`src/rtl/test_pattern_applier_pkg.sv`:
```
// Shared types and constants for the on-chip test pattern applier.
// TPA_MISR_POLY is only consumed when TPA_MISR_EN is defined.
package test_applier_pkg;

    typedef enum logic [2:0] {
        IDLE      = 3'd0,
        FETCH     = 3'd1,
        WAIT_DATA = 3'd2,
        APPLY     = 3'd3,
        SETTLE    = 3'd4,
        COMPARE   = 3'd5,
        DONE      = 3'd6
    } applierState;

    localparam int VEC_W_DEF      = 34;
    localparam int RESP_W_DEF     = 34;
    localparam int ADDR_W_DEF     = 10;
    localparam int SETTLE_CYC_DEF = 2;
    localparam int CNT_W_DEF      = 16;

    // Feedback taps for the response MISR; sliced down to RESP_W by the user.
    localparam logic [63:0] TPA_MISR_POLY = 64'h0000_0002_0000_0057;

    // Width of one pattern-memory word: {stimulus, expected response}.
    function automatic int patWidth(input int vecW, input int respW);
        return vecW + respW;
    endfunction

endpackage

```
`src/rtl/test_pattern_applier_resp_misr.sv`:
```
// Multiple-input signature register compacting core responses.
// Present in the build only when TPA_MISR_EN is defined.
module resp_misr
    import test_applier_pkg::*;
#(
    parameter int RESP_W = RESP_W_DEF
) (
    input  logic              clk,
    input  logic              reset,
    input  logic              clear,
    input  logic              enable,
    input  logic [RESP_W-1:0] data_in,
    output logic [RESP_W-1:0] sig
);

    localparam logic [RESP_W-1:0] POLY = TPA_MISR_POLY[RESP_W-1:0];

    always_ff @(posedge clk) begin
        if (reset || clear) begin
            sig <= '0;
        end else if (enable) begin
            sig <= {sig[RESP_W-2:0], sig[RESP_W-1]} ^ data_in ^ (sig[RESP_W-1] ? POLY : '0);
        end
    end

endmodule

```
`config.mk`:
```
export PLATFORM = sky130hd
export DESIGN_NAME = resp_misr
export DESIGN_NICKNAME = d
export VERILOG_FILES = /design/src/rtl/test_pattern_applier_pkg.sv /design/src/rtl/test_pattern_applier_resp_misr.sv
export SDC_FILE = /design/constraint.sdc
export NUM_CORES = 1
export LEC_CHECK = 0
export ABC_CLOCK_PERIOD_IN_PS = 1100
export BUFFER_PORTS_ARGS = -buffer_cell sky130_fd_sc_hd__buf_2
export CAP_MARGIN = 10
export CORE_MARGIN = 2
export CORE_UTILIZATION = 47
export CTS_CLUSTER_DIAMETER = 150
export DETAILED_ROUTE_END_ITERATION = 8
export PLACE_DENSITY = 0.9
export SETUP_SLACK_MARGIN = 0.02
export SLEW_MARGIN = 25
export SYNTH_ARGS = -nofsm -noshare
export SYNTH_HDL_FRONTEND = slang
export SYNTH_SLANG_ARGS = --single-unit
```
`constraint.sdc`:
```
create_clock -name clk -period 1.1 [get_ports clk]
set_clock_uncertainty 0.1 [all_clocks]
set_input_delay 0.11 -clock clk [delete_from_list [all_inputs] [get_ports clk]]
set_output_delay 0.11 -clock clk [all_outputs]
set_load 0.01 [all_outputs]
```
Yosys cells after proc, flatten, opt, wreduce, memory -nomap -nowiden
Cells that the tools add are included.

Multiplexer cells: 1. Bitwise logic cells: 2. Reduce and logical (&&, ||, !) cells: 1.

Operators with widths (count): XOR 34 bit (2); 2-to-1 mux 34 bit (1); logical OR 1 bit (1).

Flip-flop bits (word level): 34. Input bits: 38. Output and inout port bits: 34. Logic and storage cells: 5.

Depth between registers and ports, before layout
Word-level depth: 2. Depth in mapped cells: 4. Mapped depth without buffers: 3.

Worst setup path after synthesis
Ideal clock, no wire load.

Path type: register to register. Start point: reg sig[32]. End point: reg sig[33]. Setup time: 0.116 ns. Data arrival time: 0.884 ns. Data required time: 0.884 ns. Slack: 0.000 ns. Stages on the path, launching flop included: 4. Path buffers: 0. Period minus slack after synthesis: 1.100 ns. Cell sequence: dfxtp_1 > xor2_1 > a211oi_2 > a31o_2.

Cells in the longest elaborated chain, start to end: 2.

RTL lines: start, declared (RTL line test_pattern_applier_resp_misr.sv:13) `output logic [RESP_W-1:0] sig`; start signal, assigned (RTL line test_pattern_applier_resp_misr.sv:22) `sig <= {sig[RESP_W-2:0], sig[RESP_W-1]} ^ data_in ^ (sig[RESP_W-1] ? POLY : '0);`; XOR 34 bit (2 in a row) (RTL line test_pattern_applier_resp_misr.sv:22).

Every way passes these cells. A chain may end at the register's enable or synchronous reset.

Worst setup path in the final report
Start point: reg sig[33]. End point: out sig[33].

No word-level cell between the ends.

==> results.py <==
metrics = {
    "run_status": {
        "status": "finished, violations left",
        "violations": "setup timing",
    },
    "placement": {
        "finalWeightedCongestion": 0.718,
        "dp_cells": 269,
        "place_hpwl_mm": 2.33,
        "place.port_buffers": 71,
    },
    "sta": {
        "rsz0062_at_grt": "true",
        "slew_viol_final": 0,
        "fin_ws_ns": -0.0257,
        "setup_viol": 2,
        "final_hold_viol_count": 0,
        "slew_headroom_pct": 81.0,
        "tightest_slew_ns": 0.284,
        "fin_crit_ns": 1.13,
        "finalCritPeriodShare_pct": 102,
        "fmax_mhz": 888,
    },
    "critical_path": {
        "worstSetupPathType": "reg -> out",
        "critPathRequiredTime_ns": 0.89,
        "arrival_ns": 0.92,
        "crit_path_end_kind": "output port",
        "cp-start-kind": "flip-flop",
        "crit_path_max_fanout": 3,
        "r2r_cells": 3,
    },
    "cells_and_area": {
        "reg_top3": "sig: 34 flops",
        "largest_register_ff_count": 34,
        "fin_util_pct": 78.2,
        "syn_to_final_growth_pct": 58.2,
        "fill_cells": 236,
        "final_cell_mix": "buf_2 (65), dfxtp_2 (31), xnor2_1 (30)",
        "final-instance-count-excl-fill": 312,
        "regMostFlops": "sig",
        "layout_commonest_cell": "buf_2",
        "diodes": 0,
        "fin_nets": 303,
        "drive_gt1_share_pct": 61.7,
    },
    "power_and_ir_drop": {
        "p_leak_nw": 1.10,
        "power_density_nw_per_um2": 1030,
        "switchingPower_mw": 0.748,
        "pwr-share-seq_pct": 49.7,
        "intPower_mw": 1.96,
        "peakVddDrop_mv": 0.662,
        "power.share.clock_pct": 26.5,
        "swShare_pct": 27.6,
        "combPwrFrac_pct": 23.8,
    },
    "route": {
        "drc_errors": 0,
        "dr_total_vias": 1493,
        "via_per_inst": 4.79,
        "drt_wl_total_mm": 4.08,
        "wl_per_cell_um": 13.1,
        "dr.first_iter.drc_count": 69,
        "drtPass1Iterations": 4,
        "drt.antenna.violating_nets": 0,
    },
    "clock_tree": {
        "cts.sinks": 34,
        "ctsHtreeMaxLevel": 2,
        "cts-buffers-inserted": 5,
        "cts_root_buffer": "clkbuf_4",
        "cts_tree": "built",
        "cts_max_path_buffers": 2,
        "path_clk_slew_ns": 0.10,
        "clkLatencyLatePin_ns": 0.33,
    },
    "grt": {
        "antenna_found_initial": 0,
        "grt_pass1_wl_mm": 6.35,
        "grt_pass1_vias": 1431,
        "grt_max_degree": 38,
        "grt_usage_pct": 20.3,
        "gr-total-overflow": 0,
    },
    "die": {
        "io_pins": 72,
        "coreArea_um2": 3360,
        "initial_utilization_pct": 49.4,
        "dieHeight_um": 63.5,
        "die_width_um": 63.5,
        "fp-row-count": 21,
        "die_area_um2": 4030,
    },
    "yosys": {
        "synth_top_area_share_pct": 40.9,
        "syn_nets": 193,
        "synth-seq-cells": 34,
        "synth_cells": 155,
        "synth_area_leaders": "dfxtp_1 (41%), a211oi_2 (22%), xnor2_1 (17%)",
        "synth.yosys.warnings": 0,
        "synthesis.area_um2": 1660,
        "ys_seq_area_share_pct": 40.9,
        "avgSynthCellArea_um2": 10.7,
        "synth_cell_types": 17,
        "synth_top_area_cell": "dfxtp_1",
    },
    "job": {
        "maxCapViolCount": 0,
    },
    "worst_hold_path": {
        "hold_path_depth": 3,
        "hold_path_class": "in -> reg",
    },
}
[worst paths after layout]
check	from	end	slack, ns
max	sig[33]$_SDFFE_PP0P_	sig[33]	-0.03
min	data_in[16]	sig[16]$_SDFFE_PP0P_	0.005
max reg2reg	sig[3]$_SDFFE_PP0P_	sig[4]$_SDFFE_PP0P_	0.04
min reg2reg	sig[6]$_SDFFE_PP0P_	sig[6]$_SDFFE_PP0P_	0.40
[critical path: stages, from the launching register on]
cell and delay (ns):
dfxtp_2 0.36, buf_6 0.12, buf_6 0.11
[per-layer routing]
layer / GRT usage, % / vias up / part of all wire [%] / wire (µm)
met5: 0 / - / 0 / 0
met4: 7.34 / 0 / 1.9 / 79
met3: 5.71 / 9 / 5.0 / 204
met2: 38.3 / 49 / 55 / 2240
met1: 21.1 / 685 / 38 / 1550
li1: - / 750 / - / -
[Yosys cell counts, drive strengths merged]
cell	n
nand2b	4
mux2i	5
dfxtp	34
and4bb	1
nor4b	1
a31o	1
xor2	1
or2	1
nor2	30
o21ai	4
inv	1
buf	11
xnor2	32
a211oi	29
[logic make-up (layout without fill, tap and decap cells)]
group           after synthesis  count (layout)  synth area share [%]
compound gates               34              34                  23.6
mux                           5               5                  3.01
flops                        34              34                  40.9
simple gates                 37              37                  10.3
buf+inv                      12             123                  4.82
xor+xnor                     33              33                  17.4
[layout make-up]
type	count	area [µm²]	share of cell area [%]
Tap cell	46	57.6	2.19
Inverter	1	3.75	0.143
Clock inverter	1	5.00	0.190
Multi-Input combinational cell	109	936	35.6
Sequential cell	34	731	27.8
Timing Repair Buffer	114	843	32.0
Clock buffer	7	55.1	2.09
[repair_timing]
action                                  4_1_cts  5_1_grt
pin swaps                                     0        2
endpoints found under the setup margin       20       34
hold buffers                                 28        0
gates resized for setup                      21       28
gates cloned                                  0        0
endpoints found under the hold margin        28        0
setup buffers                                 1        6
[through the flow]
stage | setup TNS (ns) | total power, mW | setup WS [ns] | hold slack [ns] | area [µm²]
2_1_floorplan | 0 | 1.69 | 0.0370 | 0.157 | 1660
3_3_place_gp | -0.144 | 1.87 | -0.00971 | 0.245 | 2110
3_5_place_dp | -0.814 | 1.88 | -0.0504 | 0.283 | 2110
4_1_cts | -0.0652 | 2.68 | -0.0413 | 0.00836 | 2510
5_1_grt | -0.229 | 2.85 | -0.0770 | 0.00446 | 2630
6_report | -0.0442 | 2.71 | -0.0257 | 0.00452 | 2630
[power groups by stage]
stage / combinational, mW / sequential [mW] / clock, mW
final: 0.644 / 1.35 / 0.718
after global routing: 0.695 / 1.36 / 0.799
after CTS: 0.606 / 1.34 / 0.727
after detailed placement: 0.512 / 1.37 / 0
after global placement: 0.505 / 1.37 / 0
after floorplan: 0.300 / 1.39 / 0
(Power assumes the default switching activity.)
